File: src/rtl/hpdl_refresh_ctrl_pkg.sv
// hpdl_pkg: shared constants, refresh FSM state type and character helpers
// for the HPDL-1414 refresh controller.
package hpdl_pkg;
  localparam logic [7:0] CH_BKSP  = 8'h08;
  localparam logic [7:0] CH_FF    = 8'h0C;
  localparam logic [7:0] CH_CR    = 8'h0D;
  localparam logic [7:0] CH_SPACE = 8'h20;
  localparam logic [7:0] CH_CARET = 8'h5F;
  localparam int         DISPLAY_LEN = 16;

  typedef enum logic [1:0] {
    ST_SETUP  = 2'd0,
    ST_STROBE = 2'd1,
    ST_HOLD   = 2'd2
  } refresh_state_e;

  // The display only has glyphs for 0x20..0x5F.
  function automatic logic is_printable(input logic [7:0] c);
    return (c >= 8'h20) && (c <= 8'h5F);
  endfunction

  // Lowercase letters map onto the uppercase glyphs.
  function automatic logic [7:0] fold_case(input logic [7:0] c);
    return ((c >= 8'h61) && (c <= 8'h7A)) ? c - 8'h20 : c;
  endfunction
endpackage

File: src/rtl/hpdl_refresh_ctrl_if.sv
// Host-side character interface of the refresh controller.
//   i_char_valid/i_char_data/o_char_ready : character handshake
//   i_clear    : one-cycle blank request
//   i_caret_en : caret blink enable
//   o_cursor   : current cursor position
interface hpdl_refresh_ctrl_if;
  logic       i_char_valid;
  logic [7:0] i_char_data;
  logic       o_char_ready;
  logic       i_clear;
  logic       i_caret_en;
  logic [3:0] o_cursor;

  modport master (output i_char_valid, i_char_data, i_clear, i_caret_en,
                  input  o_char_ready, o_cursor);
  modport slave  (input  i_char_valid, i_char_data, i_clear, i_caret_en,
                  output o_char_ready, o_cursor);
endinterface

File: src/rtl/hpdl_char_buffer.sv
// 16 x 7 character store: one synchronous write port, one asynchronous read
// port, every entry resets to space.
//   clk/rst            : clock, async active-high reset
//   we/waddr/wdata     : write port
//   raddr/rdata        : combinational read port
module hpdl_char_buffer
  import hpdl_pkg::*;
(
  input  logic       clk,
  input  logic       rst,
  input  logic       we,
  input  logic [3:0] waddr,
  input  logic [6:0] wdata,
  input  logic [3:0] raddr,
  output logic [6:0] rdata
);
  logic [DISPLAY_LEN-1:0][6:0] mem;

  always_ff @(posedge clk or posedge rst) begin
    if (rst)     mem <= {DISPLAY_LEN{CH_SPACE[6:0]}};
    else if (we) mem[waddr] <= wdata;
  end

  assign rdata = mem[raddr];
endmodule

File: src/rtl/hpdl_refresh_ctrl.sv
// Drives four HPDL-1414 4-digit displays from a 16-character buffer that a
// host fills through a terminal-like character stream (backspace, CR,
// form-feed clear, cursor with blinking caret).
//   CLK_i/RST_i : clock, async active-high reset
//   host        : character handshake, clear, caret enable, cursor
//   HPDL_D/A    : character code / digit address, stable SETUP..HOLD
//   HPDL_WR     : active-low write strobe per 4-digit device
module hpdl_refresh_ctrl
  import hpdl_pkg::*;
#(
  parameter int SETUP_CYC  = 4,
  parameter int PULSE_CYC  = 8,
  parameter int HOLD_CYC   = 4,
  parameter int BLINK_BITS = 23
) (
  input  logic                 CLK_i,
  input  logic                 RST_i,
  hpdl_refresh_ctrl_if.slave   host,
  output logic [6:0]           HPDL_D,
  output logic [1:0]           HPDL_A,
  output logic [3:0]           HPDL_WR
);
  localparam int MAX_CYC = (SETUP_CYC > PULSE_CYC) ?
                           ((SETUP_CYC > HOLD_CYC) ? SETUP_CYC : HOLD_CYC) :
                           ((PULSE_CYC > HOLD_CYC) ? PULSE_CYC : HOLD_CYC);
  localparam int CW = $clog2(MAX_CYC + 1);

  // ---------------- host side ----------------
  logic       clearing, start_clr, accept, we;
  logic [3:0] clr_idx, cursor, cursor_nxt, waddr;
  logic [6:0] wdata, rd_data;
  logic [7:0] code;

  assign host.o_char_ready = !RST_i && !clearing && !host.i_clear;
  assign accept            = host.i_char_valid && host.o_char_ready;
  assign code              = fold_case(host.i_char_data);
  assign host.o_cursor     = cursor;

  always_comb begin
    we         = 1'b0;
    waddr      = cursor;
    wdata      = CH_SPACE[6:0];
    cursor_nxt = cursor;
    start_clr  = 1'b0;
    if (clearing) begin
      we    = 1'b1;
      waddr = clr_idx;
    end else if (host.i_clear) begin
      start_clr = 1'b1;
    end else if (accept) begin
      if (is_printable(code)) begin
        we    = 1'b1;
        wdata = code[6:0];
        // last cell keeps being overwritten once the line is full
        if (cursor != 4'hF) cursor_nxt = cursor + 4'd1;
      end else begin
        case (code)
          CH_BKSP: if (cursor != 4'd0) begin
            cursor_nxt = cursor - 4'd1;
            we         = 1'b1;
            waddr      = cursor - 4'd1;
          end
          CH_CR:   cursor_nxt = 4'd0;
          CH_FF:   start_clr  = 1'b1;
          default: ;
        endcase
      end
    end
  end

  always_ff @(posedge CLK_i or posedge RST_i) begin
    if (RST_i) begin
      clearing <= 1'b0;
      clr_idx  <= 4'd0;
      cursor   <= 4'd0;
    end else if (start_clr) begin
      clearing <= 1'b1;
      clr_idx  <= 4'd0;
      cursor   <= 4'd0;
    end else if (clearing) begin
      clr_idx <= clr_idx + 4'd1;
      if (clr_idx == 4'hF) clearing <= 1'b0;
    end else begin
      cursor <= cursor_nxt;
    end
  end

  // ---------------- refresh side ----------------
  refresh_state_e        state, state_nxt;
  logic [CW-1:0]         cnt;
  logic [3:0]            p, p_nxt;
  logic                  last, load;
  logic [BLINK_BITS-1:0] blink_cnt;
  logic [3:0]            wr_nxt;

  hpdl_char_buffer u_buf (
    .clk   (CLK_i),
    .rst   (RST_i),
    .we    (we),
    .waddr (waddr),
    .wdata (wdata),
    .raddr (p_nxt),
    .rdata (rd_data)
  );

  always_comb begin
    state_nxt = state;
    last      = 1'b0;
    case (state)
      ST_SETUP:  begin
        last = (cnt == CW'(SETUP_CYC - 1));
        if (last) state_nxt = ST_STROBE;
      end
      ST_STROBE: begin
        last = (cnt == CW'(PULSE_CYC - 1));
        if (last) state_nxt = ST_HOLD;
      end
      ST_HOLD:   begin
        last = (cnt == CW'(HOLD_CYC - 1));
        if (last) state_nxt = ST_SETUP;
      end
      default:   state_nxt = ST_SETUP;
    endcase
    // p only moves on HOLD exit, so it is stable for the whole strobe
    wr_nxt = 4'hF;
    if (state_nxt == ST_STROBE) wr_nxt[p[3:2]] = 1'b0;
  end

  assign load  = (state == ST_HOLD) && last;
  assign p_nxt = p + 4'd1;

  always_ff @(posedge CLK_i or posedge RST_i) begin
    if (RST_i) begin
      state <= ST_SETUP;
      cnt   <= '0;
      p     <= 4'd0;
    end else begin
      state <= state_nxt;
      cnt   <= last ? '0 : cnt + CW'(1);
      if (load) p <= p_nxt;
    end
  end

  // Address/data are latched once per visit, so host writes to the cell
  // being shown only appear on its next visit.
  always_ff @(posedge CLK_i or posedge RST_i) begin
    if (RST_i) begin
      blink_cnt <= '0;
      HPDL_A    <= 2'b11;
      HPDL_D    <= CH_SPACE[6:0];
      HPDL_WR   <= 4'hF;
    end else begin
      blink_cnt <= blink_cnt + 1'b1;
      HPDL_WR   <= wr_nxt;
      if (load) begin
        HPDL_A <= ~p_nxt[1:0];
        HPDL_D <= (host.i_caret_en && blink_cnt[BLINK_BITS-1] && (p_nxt == cursor)) ?
                  CH_CARET[6:0] : rd_data;
      end
    end
  end
endmodule

File: src/flat_wrapper.sv
// flat-port wrapper written by rule: the top's interface ports become plain ports
module hpdl_refresh_ctrl_flat import hpdl_pkg::*;
#(
  parameter int SETUP_CYC  = 4,
  parameter int PULSE_CYC  = 8,
  parameter int HOLD_CYC   = 4,
  parameter int BLINK_BITS = 23
)
  (CLK_i, RST_i, HPDL_D, HPDL_A, HPDL_WR, host_i_char_valid, host_i_char_data, host_i_clear, host_i_caret_en, host_o_char_ready, host_o_cursor);
  hpdl_refresh_ctrl_if host_i ();
  input  logic CLK_i;
  input  logic RST_i;
  output logic [6:0] HPDL_D;
  output logic [1:0] HPDL_A;
  output logic [3:0] HPDL_WR;
  input wire logic [$bits(host_i.i_char_valid)-1:0] host_i_char_valid;
  input wire logic [$bits(host_i.i_char_data)-1:0] host_i_char_data;
  input wire logic [$bits(host_i.i_clear)-1:0] host_i_clear;
  input wire logic [$bits(host_i.i_caret_en)-1:0] host_i_caret_en;
  output wire logic [$bits(host_i.o_char_ready)-1:0] host_o_char_ready;
  output wire logic [$bits(host_i.o_cursor)-1:0] host_o_cursor;
  assign host_i.i_char_valid = host_i_char_valid;
  assign host_i.i_char_data = host_i_char_data;
  assign host_i.i_clear = host_i_clear;
  assign host_i.i_caret_en = host_i_caret_en;
  assign host_o_char_ready = host_i.o_char_ready;
  assign host_o_cursor = host_i.o_cursor;
  hpdl_refresh_ctrl #(.SETUP_CYC(SETUP_CYC), .PULSE_CYC(PULSE_CYC), .HOLD_CYC(HOLD_CYC), .BLINK_BITS(BLINK_BITS)) u_core (.CLK_i(CLK_i), .RST_i(RST_i), .host(host_i), .HPDL_D(HPDL_D), .HPDL_A(HPDL_A), .HPDL_WR(HPDL_WR));
endmodule
File: config.mk
export PLATFORM = sky130hd
export DESIGN_NAME = hpdl_refresh_ctrl_flat
export DESIGN_NICKNAME = d
export VERILOG_FILES = /design/src/rtl/hpdl_refresh_ctrl_pkg.sv /design/src/rtl/hpdl_refresh_ctrl_if.sv /design/src/rtl/hpdl_char_buffer.sv /design/src/rtl/hpdl_refresh_ctrl.sv /design/src/flat_wrapper.sv
export SDC_FILE = /design/constraint.sdc
export NUM_CORES = 1
export LEC_CHECK = 0
export CAP_MARGIN = 10
export CORE_AREA = 2 2 117 165
export DETAILED_ROUTE_END_ITERATION = 6
export DIE_AREA = 0 0 119 167
export PLACE_DENSITY = 0.63
export SLEW_MARGIN = 0
export SYNTH_ARGS = -nofsm -noshare
export SYNTH_HDL_FRONTEND = slang
export SYNTH_HIERARCHICAL = 1
export SYNTH_SLANG_ARGS = --single-unit
File: constraint.sdc
create_clock -name CLK_i -period 5.8 [get_ports CLK_i]
set_clock_uncertainty 0.05 [all_clocks]
set_input_delay 1.74 -clock CLK_i [delete_from_list [all_inputs] [get_ports CLK_i]]
set_output_delay 1.74 -clock CLK_i [all_outputs]
set_load 0.02 [all_outputs]
After elaboration in Yosys (flattened, before gate mapping)
Index checks and enable logic that the tools add are counted.

word-level totals
  output and inout bits = 18
  flip-flop bits (word level) = 167

cells by class
  reductions and logical operators = 20
  order comparisons = 9
  muxes and demuxes = 49
  bitwise gates (word level) = 2
  eq/ne operators = 14
  $add $sub $neg = 7

operators with widths
  operator                                                           count
  bitwise mux 112 bit                                                1
  2-to-1 mux 4 bit                                                   16
  2-to-1 mux 7 bit                                                   7
  binary-select mux 7 bit (select 4 bit)                             1
  demux 7 bit (select 4 bit)                                         1
  == test 8 x 4 -> 1 bit, second input constant                      3
  adder 23 x 1 -> 23 bit, second input constant                      1
  adder 4 x 1 -> 4 bit, second input constant                        4
  <= comparator 8 x 7 -> 1 bit, second input constant                2
  2-to-1 mux 1 bit                                                   15
  logical AND 1 bit                                                  10
  less-than comparator 4 x 5 -> 1 bit, second input constant         2
  greater-or-equal comparator 8 x 6 -> 1 bit, second input constant  1
  greater-or-equal comparator 8 x 7 -> 1 bit, second input constant  1
  2-to-1 mux 8 bit                                                   1
  case mux 4 bit (2 select lines)                                    1
  nonzero test 4 bit                                                 2
  subtractor 8 x 6 -> 8 bit, second input constant                   1
  2-to-1 mux 2 bit                                                   3
  case mux 2 bit (3 select lines)                                    1
  AND reduction 5 bit                                                1
  == test 2 x 1 -> 1 bit, second input constant                      2
  == test 4 x 2 -> 1 bit, second input constant                      1
  == test 4 x 3 -> 1 bit, second input constant                      1
  19 further kinds                                                   22

Logic depth before layout (Yosys ltp)
Gate-level depths: netlist of run 1.

  depth in word-level cells = 14
  mapped depth = 13

Hierarchy
Netlist of run 1, hierarchy kept.

modules (own cells, without submodules)
  module             sequential area each (um2)  times used  area an instance (um2)  cells each
  hpdl_char_buffer   2,822.7                     1           5,217.5                 327
  hpdl_refresh_ctrl  1,385.1                     1           2,956.6                 287

Least setup slack after synthesis of run 1
No wires, ideal clock.

  path kind = input port to flip-flop
  start point = in host_i_char_data[4]
  end point = reg u_core/u_buf/mem[10] (netlist name)
  library setup time = 125 ps
  arrival = 4,413 ps
  slack = 1,212 ps
  data required time = 5,625 ps
  stages = 9
  cells stage by stage = or4_4 o221a_4 a311oi_4 mux2i_1 mux2_2 clkbuf_8 or4_4 buf_6 mux2_4

between the ends
  word-level cells in the longest chain between the ends = 14
  elaborated cells between the ends (all ways) = 29

RTL lines
  what                                                                                                                            line                                                  text
  start: declaration                                                                                                              flat_wrapper.sv:17                                    input wire logic [$bits(host_i.i_char_data)-1:0] host_i_char_data;
  greater-or-equal comparator 8 x 7 -> 1 bit / <= comparator 8 x 7 -> 1 bit (equally long branches)                               hpdl_refresh_ctrl_pkg.sv:24                           return ((c >= 8'h61) && (c <= 8'h7A)) ? c - 8'h20 : c;
  logical AND 1 bit                                                                                                               hpdl_refresh_ctrl_pkg.sv:24
  2-to-1 mux 8 bit *                                                                                                              hpdl_refresh_ctrl_pkg.sv:24
  greater-or-equal comparator 8 x 6 -> 1 bit (tied with other cells)                                                              hpdl_refresh_ctrl_pkg.sv:19                           return (c >= 8'h20) && (c <= 8'h5F);
  logical AND 1 bit / 2-to-1 mux 4 bit (equally long branches)                                                                    hpdl_refresh_ctrl_pkg.sv:19, hpdl_refresh_ctrl.sv:57
  2-to-1 mux 4 bit *                                                                                                              hpdl_refresh_ctrl.sv:51                               if (is_printable(code)) begin
  2-to-1 mux 4 bit *                                                                                                              hpdl_refresh_ctrl.sv:50                               end else if (accept) begin
  2-to-1 mux 4 bit *                                                                                                              hpdl_refresh_ctrl.sv:48                               end else if (host.i_clear) begin
  2-to-1 mux 4 bit *                                                                                                              hpdl_refresh_ctrl.sv:45                               if (clearing) begin
  named net u_core.waddr[1]                                                                                                       hpdl_refresh_ctrl.sv:30                               logic [3:0] clr_idx, cursor, cursor_nxt, waddr;
  less-than comparator 4 x 5 -> 1 bit (not written as such) / greater-or-equal comparator 4 x 1 -> 1 bit (equally long branches)  hpdl_char_buffer.sv:21                                else if (we) mem[waddr] <= wdata;
  logical AND 1 bit (not written as such)                                                                                         hpdl_char_buffer.sv:21
  2-to-1 mux 7 bit (not written as such)                                                                                          hpdl_char_buffer.sv:21
  demux 7 bit (select 4 bit) *                                                                                                    hpdl_char_buffer.sv:21
  bitwise mux 112 bit *                                                                                                           hpdl_char_buffer.sv:21
  end signal: assignment                                                                                                          hpdl_char_buffer.sv:20                                if (rst) mem <= {DISPLAY_LEN{CH_SPACE[6:0]}};
  end signal: indexed assignment                                                                                                  hpdl_char_buffer.sv:21
  end: declaration                                                                                                                hpdl_char_buffer.sv:17                                logic [DISPLAY_LEN-1:0][6:0] mem;

Mark *: on every way through the listed nets, which the timed path passes. The rest lies on a longest branch.
A chain may end at the register's enable or synchronous reset.

Final worst setup path of run 1
  start point = in host_i_char_data[5]
  end point = reg u_core/u_buf/mem[21] (netlist name)

Same word-level chain as after synthesis.

==> flow_metrics.py, run 1 <==
metrics = {
    "placement": {
        "place_area_um2": 8673,
        "routabilityCongestion": 0.8685,
        "dpl.hpwl_mm": 12.15,
        "place.port_buffers": 30,
    },
    "die": {
        "start_util": 0.4447,
        "die_ar_um2": 19870,
        "chipHeight_um": 167,
        "core.rowCount": 59,
        "core-area_um2": 18380,
        "ios": 31,
        "die_w_um": 119,
    },
    "power_and_ir_drop": {
        "internal_power_w": 0.002187,
        "pwr_density_cell_nw_per_um2": 335.8,
        "leakage_nw": 4.110,
        "irDropWorstVdd_v": 0.0002325,
        "power.switching_fraction": 0.2960,
        "p_switching_w": 0.0009196,
        "comb_power_share": 0.212,
        "power.sequential.fraction": 0.444,
        "power.clock.fraction": 0.345,
    },
    "critical_path": {
        "crit_start": "host_i_char_data[5]",
        "start_kind": "input port",
        "arrival_ps": 5330,
        "capturing_element_type_of_the_critical_path": "flip-flop",
        "crit_required_ps": 6050,
        "worst-setup-path-type": "input port to flip-flop",
        "crit-reg2reg-launch": "u_core/host.o_cursor[0]",
        "timing.critical_path.buf_inv": 3,
        "critical-path-slowest-cell": "clkdlybuf4s50_1",
        "crit_fanout": 10,
        "critical_path.cell_chain": "clkdlybuf4s50_1 > inv_1 > ha_1 > and3_1 > o21ai_0 > buf_4 > a31oi_4 > and3_1 > mux2i_1 > mux2_2 > nand2b_1 > nor3_2 > mux2_2",
        "reg2reg_setup_slack_ps": 2270,
        "crit_family": "simple AND/OR/NAND/NOR gates",
        "timing.critical_path.slowest_cell_delay_ps": 620,
    },
    "layout": {
        "final_nets": 662,
        "multi_input_comb_area_um2": 3756,
        "drive_above_1_share": 0.3573,
        "layout.core_utilization": 0.5033,
        "antenna-diode-count": 0,
        "seqCellArea_um2": 4208,
        "areaGrowthSynthToFinish_pct": 13.18,
        "filler_cell_count": 1562,
        "final_design_area_no_fill_um2": 9251,
    },
    "drt": {
        "drt-initial-drc-count": 312,
        "remaining_drc_errors": 0,
        "drtAntennaViolNets": 0,
        "detailedRoute.firstPassIterationCount": 5,
        "viasPerCell": 5.547,
        "vias": 4987,
        "postRouteWirelength_mm": 17.58,
        "drt-wirelength-per-cell_um": 19.56,
    },
    "synth": {
        "syn_area_per_cell_um2": 13.31,
        "synth.cell_area_um2": 8174,
        "synth_top_area_cell": "dfrtp_1",
        "synthesis.instances": 614,
        "synth.yosys.warnings": 6,
        "post_synth_most_frequent_cells": "dfrtp_1 (144), mux2_2 (110), nand2_1 (34), mux4_2 (28)",
        "synth.top_cells.by_area": "dfrtp_1 (44%), mux2_2 (15%), mux4_2 (7.7%)",
        "synthFlopType": "dfrtp_1",
        "postSynthRegisterBits": 167,
        "syn_nets": 634,
        "synthDominantCellAreaShare": 0.4408,
        "synth_edf_count": 0,
        "ys_async_sr_fraction": 1.000,
        "yosysSeqAreaShare": 0.5148,
        "yosys.cell_types.count": 68,
        "synth.most_common_cell": "dfrtp_1",
    },
    "global_routing": {
        "global_route.overflow_total": 0,
        "first_global_vias": 5401,
        "antenna_found_initial": 0,
        "grt_max_degree": 57,
        "global_route_wire_length_before_repair_mm": 28.68,
        "global_route.usage.total": 0.1859,
    },
    "clock_network": {
        "number_of_cts_inserted_buffers": 17,
        "tritoncts_clock_tree": "done",
        "root_buffer": "clkbuf_16",
        "cts.htree.levels": 4,
        "worstSkewPairLatency_ps": 430,
        "cts_hold_buffers_added": 0,
        "cts.path.max_buffers": 2,
        "clkTransAtPathRegs_ps": 60,
        "post_cts_resized": 0,
        "post-cts-setup-buffer-count": 0,
        "numClockSinks": 167,
    },
    "sta": {
        "worst_slew_pin_slew_ps": 1138,
        "max_freq_mhz": 197.1,
        "timing.final.max_slew_violations": 0,
        "unrepaired_setup_endpoints_after_global_routing": "no",
        "fin_tns_setup_ps": 0,
        "min_cycle_time_layout_ps": 5075,
        "worst_slew_margin_rel": 0.2313,
        "finalHoldViolCount": 0,
        "post-route-period-util": 0.8749,
        "setup_viol_count_final": 0,
    },
    "hold_path": {
        "hold_path_startpoint": "u_core/blink_cnt[18]",
        "min-delay-path-class": "flip-flop to flip-flop",
    },
    "outcome": {
        "outcome": "finished, final reports clean",
    },
    "flow_run": {
        "max_cap_violations": 0,
    },
}
[path summary, 6_finish.rpt]
check | end | cells past startpoint
max in group asynchronous | u_core/u_buf/mem[26] | 3
worst min-delay path | u_core/blink_cnt[18] | 1
worst min register to register | u_core/blink_cnt[18] | 1
worst max-delay path | u_core/u_buf/mem[21] | 13
min in group asynchronous | u_core/blink_cnt[2] | 2
worst max register to register | u_core/u_buf/mem[21] | 10
[registers in the layout (all words and copies together) (netlist names), 4 cells and up]
| register | flops |
|---|---|
| u_core/HPDL_D | 7 |
| u_core/HPDL_WR | 4 |
| u_core/blink_cnt | 23 |
| u_core/clr_idx | 4 |
| u_core/cnt | 4 |
| u_core/host.o_cursor | 4 |
| u_core/p | 4 |
| u_core/u_buf/mem | 112 |
[cell families (layout without fill, tap and decap cells)]
| family | after synthesis | in the layout | share of synthesized area |
|---|---|---|---|
| xor+xnor | 35 | 35 | 0.03750 |
| mux | 149 | 149 | 0.2464 |
| compound gates | 61 | 61 | 0.06184 |
| fa+ha+maj | 7 | 7 | 0.01071 |
| flops | 167 | 167 | 0.5148 |
| simple gates | 154 | 154 | 0.1027 |
| buf+inv | 41 | 82 | 0.02602 |
[metal layers]
metal | vias to the layer above | routed length (um) | global-route usage
met5 | - | 0 | 0
met4 | 0 | 366 | 0.06159
met3 | 26 | 800 | 0.04418
met2 | 105 | 9202 | 0.3233
met1 | 2561 | 7212 | 0.2260
li1 | 2295 | - | -
[power by group through the flow]
stage               clock (W)  sequential (W)  combinational, W
floorplan                   0         0.00137          0.000523
global placement            0         0.00139          0.000643
detailed placement          0         0.00140          0.000657
CTS                   0.00109         0.00138          0.000660
global route          0.00115         0.00139          0.000713
finish                0.00107         0.00138          0.000658
[cells in the final DEF, fill, tap and decap left out, types with 3 or more instances in the layout]
cell	Yosys	routed
xnor2_1	23	23
a31oi_1	3	3
nand4_1	6	6
mux2i_1	4	4
buf_4	2	8
nand3b_1	3	3
dfrtp_1	144	144
nand2_1	34	34
a21oi_1	5	5
nor3_1	4	4
inv_1	11	8
clkdlybuf4s50_1	0	30
nor2b_1	8	8
clkbuf_16	0	17
nor3_2	3	3
nor2_1	23	23
dfstp_2	23	23
xor2_1	12	12
and2_1	7	7
nand3_1	22	22
inv_6	0	3
o21ai_0	10	10
nand2b_1	10	10
and3_1	10	10
mux2_2	110	110
o22a_1	6	6
mux2_4	7	7
a22oi_1	14	14
clkinvlp_4	0	5
clkbuf_1	11	3
mux4_2	28	28
ha_1	7	6
nor2_2	6	6
[metrics by stage]
stage	std cells	power [W]	setup slack [ps]	hold slack, ps
after floorplan	614	0.001890	1077	383.1
after global placement	866	0.002036	393.4	396.3
after detailed placement	866	0.002056	296.9	407.6
after CTS	898	0.003131	755.8	419.1
after global routing	899	0.003253	497.3	440.2
final	899	0.003107	725.4	414.7
[layout make-up]
type                            instances  share of cell area
Sequential cell                       167              0.4548
Tap cell                              244             0.03300
Inverter                               11            0.004734
Multi-Input combinational cell        406              0.4060
Clock buffer                           20             0.04720
Clock inverter                         12             0.01312
Timing Repair Buffer                   39             0.04111
(Power assumes the default switching activity.)
==> run 2, diff against run 1 <==
--- a/config.mk
+++ b/config.mk
@@ -10,8 +10,10 @@
 export DETAILED_ROUTE_END_ITERATION = 6
 export DIE_AREA = 0 0 119 167
 export PLACE_DENSITY = 0.63
+export SKIP_CTS_REPAIR_TIMING = 1
 export SLEW_MARGIN = 0
 export SYNTH_ARGS = -nofsm -noshare
 export SYNTH_HDL_FRONTEND = slang
 export SYNTH_HIERARCHICAL = 1
 export SYNTH_SLANG_ARGS = --single-unit
+export TNS_END_PERCENT = 100
==> results of run 2 <==
Same layout as run 1: the final DEF is identical, and so are final timing and power.
